File: src/rtl/alu.sv
// 16-bit execute-stage ALU: combinational result and flags, plus a registered
// completion strobe that follows alu_enable one clock later.
module alu (
  input  logic        clk,
  input  logic        rst_b,
  input  logic        alu_enable,
  input  logic [5:0]  opcode,
  input  logic [15:0] term1,
  input  logic [15:0] term2,
  output logic [15:0] result,
  output logic        fl_zero,
  output logic        fl_negative,
  output logic        fl_carry,
  output logic        fl_overflow,
  output logic        done
);

  typedef enum logic [5:0] {
    OP_ADD = 6'h00,
    OP_SUB = 6'h01,
    OP_MUL = 6'h02,
    OP_DIV = 6'h03,
    OP_MOD = 6'h04,
    OP_AND = 6'h05,
    OP_OR  = 6'h06,
    OP_XOR = 6'h07,
    OP_NOT = 6'h08,
    OP_CMP = 6'h09,
    OP_MOV = 6'h0A,
    OP_RSR = 6'h0B
  } opcode_e;

  logic signed [15:0] a;
  logic signed [15:0] b;
  logic signed [31:0] prod;
  logic        [16:0] sum;
  logic        [15:0] diff;
  logic               borrow;
  logic               add_ovf;
  logic               sub_ovf;
  logic               mul_wide;
  logic               div_zero;
  logic               div_ovf;
  logic signed [15:0] divisor;
  logic signed [15:0] quot;
  logic signed [15:0] rem;
  logic        [3:0]  rot_amt;
  logic        [15:0] rot;

  logic [15:0] res;
  logic        carry;
  logic        ovf;
  logic        defined;
  logic        is_cmp;

  assign a        = $signed(term1);
  assign b        = $signed(term2);
  assign sum      = {1'b0, term1} + {1'b0, term2};
  assign diff     = term1 - term2;
  assign borrow   = term1 < term2;
  assign add_ovf  = (term1[15] == term2[15]) && (sum[15] != term1[15]);
  assign sub_ovf  = (term1[15] != term2[15]) && (diff[15] != term1[15]);
  assign prod     = 32'(a) * 32'(b);
  assign mul_wide = prod[31:16] != {16{prod[15]}};

  // Divisor is forced to 1 on the guarded cases so the divider never sees /0.
  assign div_zero = term2 == '0;
  assign div_ovf  = (term1 == 16'h8000) && (term2 == 16'hFFFF);
  assign divisor  = (div_zero || div_ovf) ? 16'sd1 : b;
  assign quot     = a / divisor;
  assign rem      = a % divisor;

  assign rot_amt  = term1[3:0];
  assign rot      = (term2 >> rot_amt) | (term2 << (5'd16 - {1'b0, rot_amt}));

  always_comb begin
    res     = '0;
    carry   = 1'b0;
    ovf     = 1'b0;
    defined = 1'b1;
    is_cmp  = 1'b0;
    case (opcode)
      OP_ADD: begin
        res   = sum[15:0];
        carry = sum[16];
        ovf   = add_ovf;
      end
      OP_SUB: begin
        res   = diff;
        carry = borrow;
        ovf   = sub_ovf;
      end
      OP_MUL: begin
        res   = prod[15:0];
        carry = mul_wide;
        ovf   = mul_wide;
      end
      OP_DIV: begin
        if (div_zero) begin
          ovf = 1'b1;
        end else if (div_ovf) begin
          res = 16'h8000;
          ovf = 1'b1;
        end else begin
          res = quot;
        end
      end
      OP_MOD: begin
        if (div_zero || div_ovf) begin
          ovf = 1'b1;
        end else begin
          res = rem;
        end
      end
      OP_AND: res = term1 & term2;
      OP_OR:  res = term1 | term2;
      OP_XOR: res = term1 ^ term2;
      OP_NOT: res = ~term1;
      OP_CMP: begin
        is_cmp = 1'b1;
        carry  = borrow;
        ovf    = sub_ovf;
      end
      OP_MOV: res = term2;
      OP_RSR: begin
        res   = rot;
        carry = (rot_amt != '0) && rot[15];
      end
      default: defined = 1'b0;
    endcase
  end

  // CMP reports sign and equality of the difference while result stays zero.
  assign result      = alu_enable ? res : '0;
  assign fl_zero     = alu_enable && defined && (is_cmp ? (term1 == term2) : (res == '0));
  assign fl_negative = alu_enable && (is_cmp ? diff[15] : res[15]);
  assign fl_carry    = alu_enable && carry;
  assign fl_overflow = alu_enable && ovf;

  always_ff @(posedge clk or negedge rst_b) begin
    if (!rst_b) begin
      done <= 1'b0;
    end else begin
      done <= alu_enable;
    end
  end

endmodule

File: config.mk
export PLATFORM = sky130hd
export DESIGN_NAME = alu
export DESIGN_NICKNAME = d
export VERILOG_FILES = /design/src/rtl/alu.sv
export SDC_FILE = /design/constraint.sdc
export NUM_CORES = 2
export LEC_CHECK = 0
export CORE_MARGIN = 1.5
export CORE_UTILIZATION = 62
export CTS_BUF_LIST = sky130_fd_sc_hd__clkbuf_4
export DETAILED_ROUTE_END_ITERATION = 10
export PLACE_DENSITY = 0.8
export REMOVE_ABC_BUFFERS = 1
export SYNTH_ARGS = -nofsm -noshare
export SYNTH_HDL_FRONTEND = slang
export SYNTH_SLANG_ARGS = --single-unit
File: constraint.sdc
create_clock -name clk -period 83.8 [get_ports clk]
set_input_delay 12.57 -clock clk [delete_from_list [all_inputs] [get_ports clk]]
set_output_delay 12.57 -clock clk [all_outputs]
set_load 0.005 [all_outputs]
== After elaboration in Yosys (flattened, before gate mapping) ==
Cells that the tools add are included.
Storage, ports and cells
  register bits after elaboration: 1
  input port bits: 41
  output and inout bits: 21
  word-level logic and storage cells: 65
Operators by class
  reduce and logical (&&, ||, !) cells: 16
  divide/modulo/power cells: 2
  shifts and indexed selects: 2
  $lt $le $gt $ge: 1
  mux-type cells: 15
  bitwise gates (word level): 5
  add/subtract/negate cells: 3
  equality and inequality tests: 19
  $mul: 1
Operator list (count)
  one-hot mux 16 bit (11 select lines): 1
  2-to-1 mux 16 bit: 5
  == test 16 bit (second input constant): 2
  logical NOT 16 bit: 2
  multiplier 16 x 16 -> 32 bit: 1
  bitwise OR 16 bit: 2
  == test 6 x 3 -> 1 bit (second input constant): 4
  == test 6 x 4 -> 1 bit (second input constant): 4
  adder 16 x 16 -> 17 bit: 1
  AND 16 bit: 1
  divider 16 x 16 -> 16 bit: 1
  == test 16 bit: 1
  < comparator 16 bit: 1
  modulo 16 x 16 -> 16 bit: 1
  inequality test 16 bit: 1
  inverter 16 bit: 1
  << shifter 16 x 5 -> 16 bit: 1
  right shift 16 x 4 -> 16 bit: 1
  subtractor 16 bit: 1
  bitwise XOR 16 bit: 1
  == test 6 x 2 -> 1 bit (second input constant): 2
  OR reduction 12 bit: 1
  logical AND 1 bit: 9
  2-to-1 mux 1 bit: 7
  10 further kinds: 12

== Longest topological paths before layout ==
  depth in word-level cells: 11
  depth in mapped cells: 163
  mapped depth without buffers: 152

== Worst setup path after synthesis ==
OpenSTA, ideal clock, no wires.
  path type: input port to output port
  from: in term1[0]
  to: out fl_zero
  data arrival time: 46.260 ns
  stages on the path: 155
  required time: 71.230 ns
  path buffers: 17
  setup slack: 24.970 ns
  cells stage by stage: clkbuf_1 -> inv_2 -> clkbuf_1 -> ha_1 -> buf_2 -> nor3b_1 -> nand4_1 -> nor4_4 -> nor2_1 -> nand2_1 -> inv_1 -> ha_1 -> nor4b_2 -> a41o_1 -> mux2_4 -> nand4_1 -> buf_2 -> nor2_1 -> (+119 left out) -> and3_1 -> nand4_1 -> o41ai_1 -> o41a_1 -> o41a_1 -> clkbuf_1 -> buf_1 -> nand2_1 -> o21ai_0 -> ha_1 -> o21a_1 -> a221o_1 -> nor3_1 -> o2111ai_1 -> a2111oi_0 -> nand4_1 -> or4_1 -> a2111oi_2
Between the ends
  word-level cells in the longest chain between the ends: 11
  elaborated cells on any way between the ends: 25
  classes of those cells: add/sub (3); mul (1); div (2); eq/ne (2); shift (2); mux (6); bitwise (5); reduce/logical (4)
Ends and longest elaborated chain
  from (decl): RTL line 8  | input logic [15:0] term1,
  == test 16 bit: RTL line 68  | assign div_ovf = (term1 == 16'h8000) && (term2 == 16'hFFFF);
  logical AND 1 bit: RTL line 68
  logical OR 1 bit: RTL line 69, 109
  2-to-1 mux 16 bit: RTL line 69  | assign divisor = (div_zero || div_ovf) ? 16'sd1 : b;
  divider 16 x 16 -> 16 bit: RTL line 70  | assign quot = a / divisor;
  2-to-1 mux 16 bit: RTL line 101  | end else if (div_ovf) begin
  2-to-1 mux 16 bit: RTL line 99  | if (div_zero) begin
  one-hot mux 16 bit (11 select lines): RTL line 82  | case (opcode)
  logical NOT 16 bit: RTL line 135  | assign fl_zero = alu_enable && defined && (is_cmp ? (term1 == term2) : (res == '0));
  2-to-1 mux 1 bit (*): RTL line 135
  logical AND 1 bit (*): RTL line 135
  to (decl): RTL line 11  | output logic fl_zero,
Mark *: on every way between the ends. The rest lies on a longest branch, timed or not.

== Final worst setup path ==
  from: in term1[1]
  to: out fl_zero
Same word-level chain as after synthesis.

==> summary.md <==
The run finished with clean final reports. The total iterations of the first detailed-routing run was 11. By instance count, the cell type seen most on the critical path is sky130_fd_sc_hd__ha_1. The tools report the max-slew violation count as 0. Number of flip-flops under the largest register name: 1. Timing analysis after detailed placement gives a worst setup slack of 14.68 ns. Headroom to the max-slew limit came out at 8.791%. Summing all non-filler instances in the final layout gives an area of 24,670 sq um. The worst path in the final design needs a cycle of 70.97 ns, including I/O delays and setup. The die footprint is 39,270 sq um, and the transition time at the pin with the least slew margin is 1.334 ns. The run gives 12.83 ns as the least setup slack across all paths after layout. The worst setup path is of the input pin to output pin kind. The HPWL after detailed placement is 73,820 microns. The standard-cell row count was 71. Post-CTS resize count: 0. The global routing usage summed across all routing layers is 47.64%, and the global-route congestion overflow total is 0. Number of buffer and inverter instances along the worst setup path: 14. Number of setup buffers added after CTS: 0. The worst setup path is captured at an output pin. The most frequent standard cell in the layout excluding fill and tap cells was sky130_fd_sc_hd__nor2_1.

The detailed router's first-iteration violation count was 3,567; the number of maximum-capacitance constraint violations was 0. The count of input and output buffers works out to 61. The initial cell density of the core came out at 62.84%. The tools report the type of element launching the critical path as an input pin. The tools report the total of warnings raised by yosys as 0.

Sequential cells were found to cover 0.1060% of the synthesized design area. Setup violations remaining at the end of the flow were counted as 0. Mapped cell area: 23,610 sq um. For the hold slack, the log shows 12.72 ns. The largest fanout of any net on the critical path was 31; the fraction of final layout cells sized beyond drive strength 1 was 4.957%.

The worst path uses 84.69% of the clock period. The first global-routing pass estimated 144,000 microns of wire. The layout has 3,101 filler cells. The via count of the first global-routing pass was 25,120; the count of vias placed by the detailed router was 25,740. The tools report the required time reported for the critical path endpoint as 71.23 ns. The detail route stage leaves a number of antenna-violating nets equal to 0. The post-synthesis to final-layout area growth was 4.499%. In the layout the commonest cells are 401 x sky130_fd_sc_hd__nor2_1, 393 x sky130_fd_sc_hd__inv_1, 273 x sky130_fd_sc_hd__ha_1, 265 x sky130_fd_sc_hd__fa_1, 232 x sky130_fd_sc_hd__nand2_1. Hold violation count in the final report: 0.

Ranked by flip-flop count, first place goes to done. For this block, the routed nets add up to 93,670 microns of wire. The slowest stage of the critical path is the sky130_fd_sc_hd__a2111oi_0 cell. For this design, the CTS-stage hold fixing added 0 buffers. Average routed wire per standard cell: 25.74 microns. The largest registers in the layout are done: 1 flops. After synthesis, the share of flip-flops with an asynchronous set or reset is 100.0%. Synthesis produced 3,164 cells.

The clock-pin transition on the worst setup and hold timing paths was 0 ns. The placed instances occupy a cell area of 24,670 sq um. The tools report the number of placed I/O pins as 62. Most common flop cell mapped by yosys: sky130_fd_sc_hd__dfrtp_1.

The run gives 0 as the DRC violations left. The initial antenna violation count is 0, and the floorplan core area is 37,580 sq um. For this run, the slowest stage of the critical path takes 1.13 ns.

The floorplan step set the die width to 198.2 microns. The worst hold path belongs to the class input pin to asynchronous set/reset pin. The family with the most delay on the worst path is compound AO/OA/AOI/OAI gates. Setup repair after global routing left no endpoint under its margin. The die boundary height is 198.2 microns, and the arrival time of data at the critical path endpoint is 58.40 ns. The post-synthesis area per instance works out to 7.463 sq um. For the number of library cell types mapped by synthesis, the log shows 113. Counting flops with a built-in enable in the synthesized netlist gives 0. The via density per instance was 7.074; the pin count of the biggest net entering global routing was 45.

After routing, the total negative slack on setup checks comes to 0 ns. For the achievable clock frequency, the log shows 0.01409 GHz. The congestion estimate from routability-driven global placement came to 1.083. The net count of the finished layout is 3,708. The total of flip-flops plus latches after synthesis is 1.
## area by class of cell
cell class              instances  area (sq um)  share of cell area, %
well taps                     511         639.4                  2.591
inverters                     407          1528                  6.191
repair buffers                111         975.9                  3.955
flip-flops and latches          1         25.02                 0.1014
diodes                          1         2.502                0.01014
multi-input cells            2608         21500                  87.15
## worst max-delay path by stage
stage,endpoint,startpoint,depth (start not counted)
floorplan,fl_zero,term1[1],143
global placement,fl_zero,term1[1],152
detailed placement,fl_zero,term1[1],150
CTS,fl_zero,term1[1],150
global route,fl_zero,term1[1],146
finish,fl_zero,term1[1],148
## cell families (layout without fill, tap and decap cells)
group,after synthesis,after routing,share of synthesized area (%)
xor gates and xnor gates,175,175,6.523
buffers and inverters,555,518,9.008
muxes,59,59,3.063
DFF,1,1,0.1060
other,0,1,0
AOI/OAI and AO/OA,810,810,23.80
adders and majority gates,538,538,36.93
and+or+nand+nor,1026,1026,20.57
## synth_stat cells, types with 11 or more instances
| master | number | share of area [%] |
|---|---|---|
| sky130_fd_sc_hd__nand3_1 | 62 | 1.3 |
| sky130_fd_sc_hd__o211ai_1 | 34 | 1.1 |
| sky130_fd_sc_hd__o31ai_1 | 21 | 0.67 |
| sky130_fd_sc_hd__a22oi_1 | 12 | 0.38 |
| sky130_fd_sc_hd__or2_2 | 22 | 0.58 |
| sky130_fd_sc_hd__nor3_1 | 73 | 1.5 |
| sky130_fd_sc_hd__o221ai_1 | 13 | 0.48 |
| sky130_fd_sc_hd__or3_1 | 35 | 0.93 |
| sky130_fd_sc_hd__nor4_1 | 19 | 0.50 |
| sky130_fd_sc_hd__buf_2 | 17 | 0.36 |
| sky130_fd_sc_hd__a21o_1 | 41 | 1.3 |
| sky130_fd_sc_hd__o21bai_1 | 21 | 0.67 |
| sky130_fd_sc_hd__and3_1 | 12 | 0.32 |
| sky130_fd_sc_hd__nor2_1 | 402 | 6.4 |
| sky130_fd_sc_hd__xnor2_1 | 132 | 4.9 |
| sky130_fd_sc_hd__nand4_1 | 26 | 0.69 |
| sky130_fd_sc_hd__o21ai_0 | 146 | 3.1 |
| sky130_fd_sc_hd__clkbuf_1 | 104 | 1.7 |
| sky130_fd_sc_hd__buf_1 | 24 | 0.38 |
| sky130_fd_sc_hd__nor2b_1 | 25 | 0.66 |
| sky130_fd_sc_hd__ha_1 | 273 | 14 |
| sky130_fd_sc_hd__mux2_2 | 11 | 0.52 |
| sky130_fd_sc_hd__a21boi_0 | 12 | 0.38 |
| sky130_fd_sc_hd__o21a_1 | 44 | 1.4 |
| sky130_fd_sc_hd__fa_1 | 265 | 22 |
| sky130_fd_sc_hd__a21oi_1 | 174 | 3.7 |
| sky130_fd_sc_hd__a31oi_1 | 36 | 0.95 |
| sky130_fd_sc_hd__nand2_1 | 232 | 3.7 |
| sky130_fd_sc_hd__nand2b_1 | 31 | 0.82 |
| sky130_fd_sc_hd__o22ai_1 | 22 | 0.58 |
| sky130_fd_sc_hd__mux2i_1 | 37 | 1.6 |
| sky130_fd_sc_hd__inv_1 | 393 | 6.2 |
| sky130_fd_sc_hd__a221oi_1 | 21 | 0.78 |
| sky130_fd_sc_hd__and2_1 | 29 | 0.77 |
| sky130_fd_sc_hd__a211oi_1 | 32 | 1.0 |
| sky130_fd_sc_hd__xor2_1 | 42 | 1.6 |
## stage by stage
stage,std cells,utilization [%]
after floorplan,3016,-
after global placement,3638,65.66
after detailed placement,3638,65.66
after CTS,3638,65.66
after global routing,3638,65.66
final,3639,65.66
## per-layer routing
metal | wire [microns] | share of wire [%] | vias to the layer above | track usage [%]
li1 | - | - | 10970 | -
met1 | 35450 | 38 | 12170 | 63.99
met2 | 38490 | 41 | 2112 | 70.45
met3 | 13620 | 15 | 491 | 13.06
met4 | 6115 | 6.5 | 0 | 23.24
met5 | 0 | 0 | - | 0
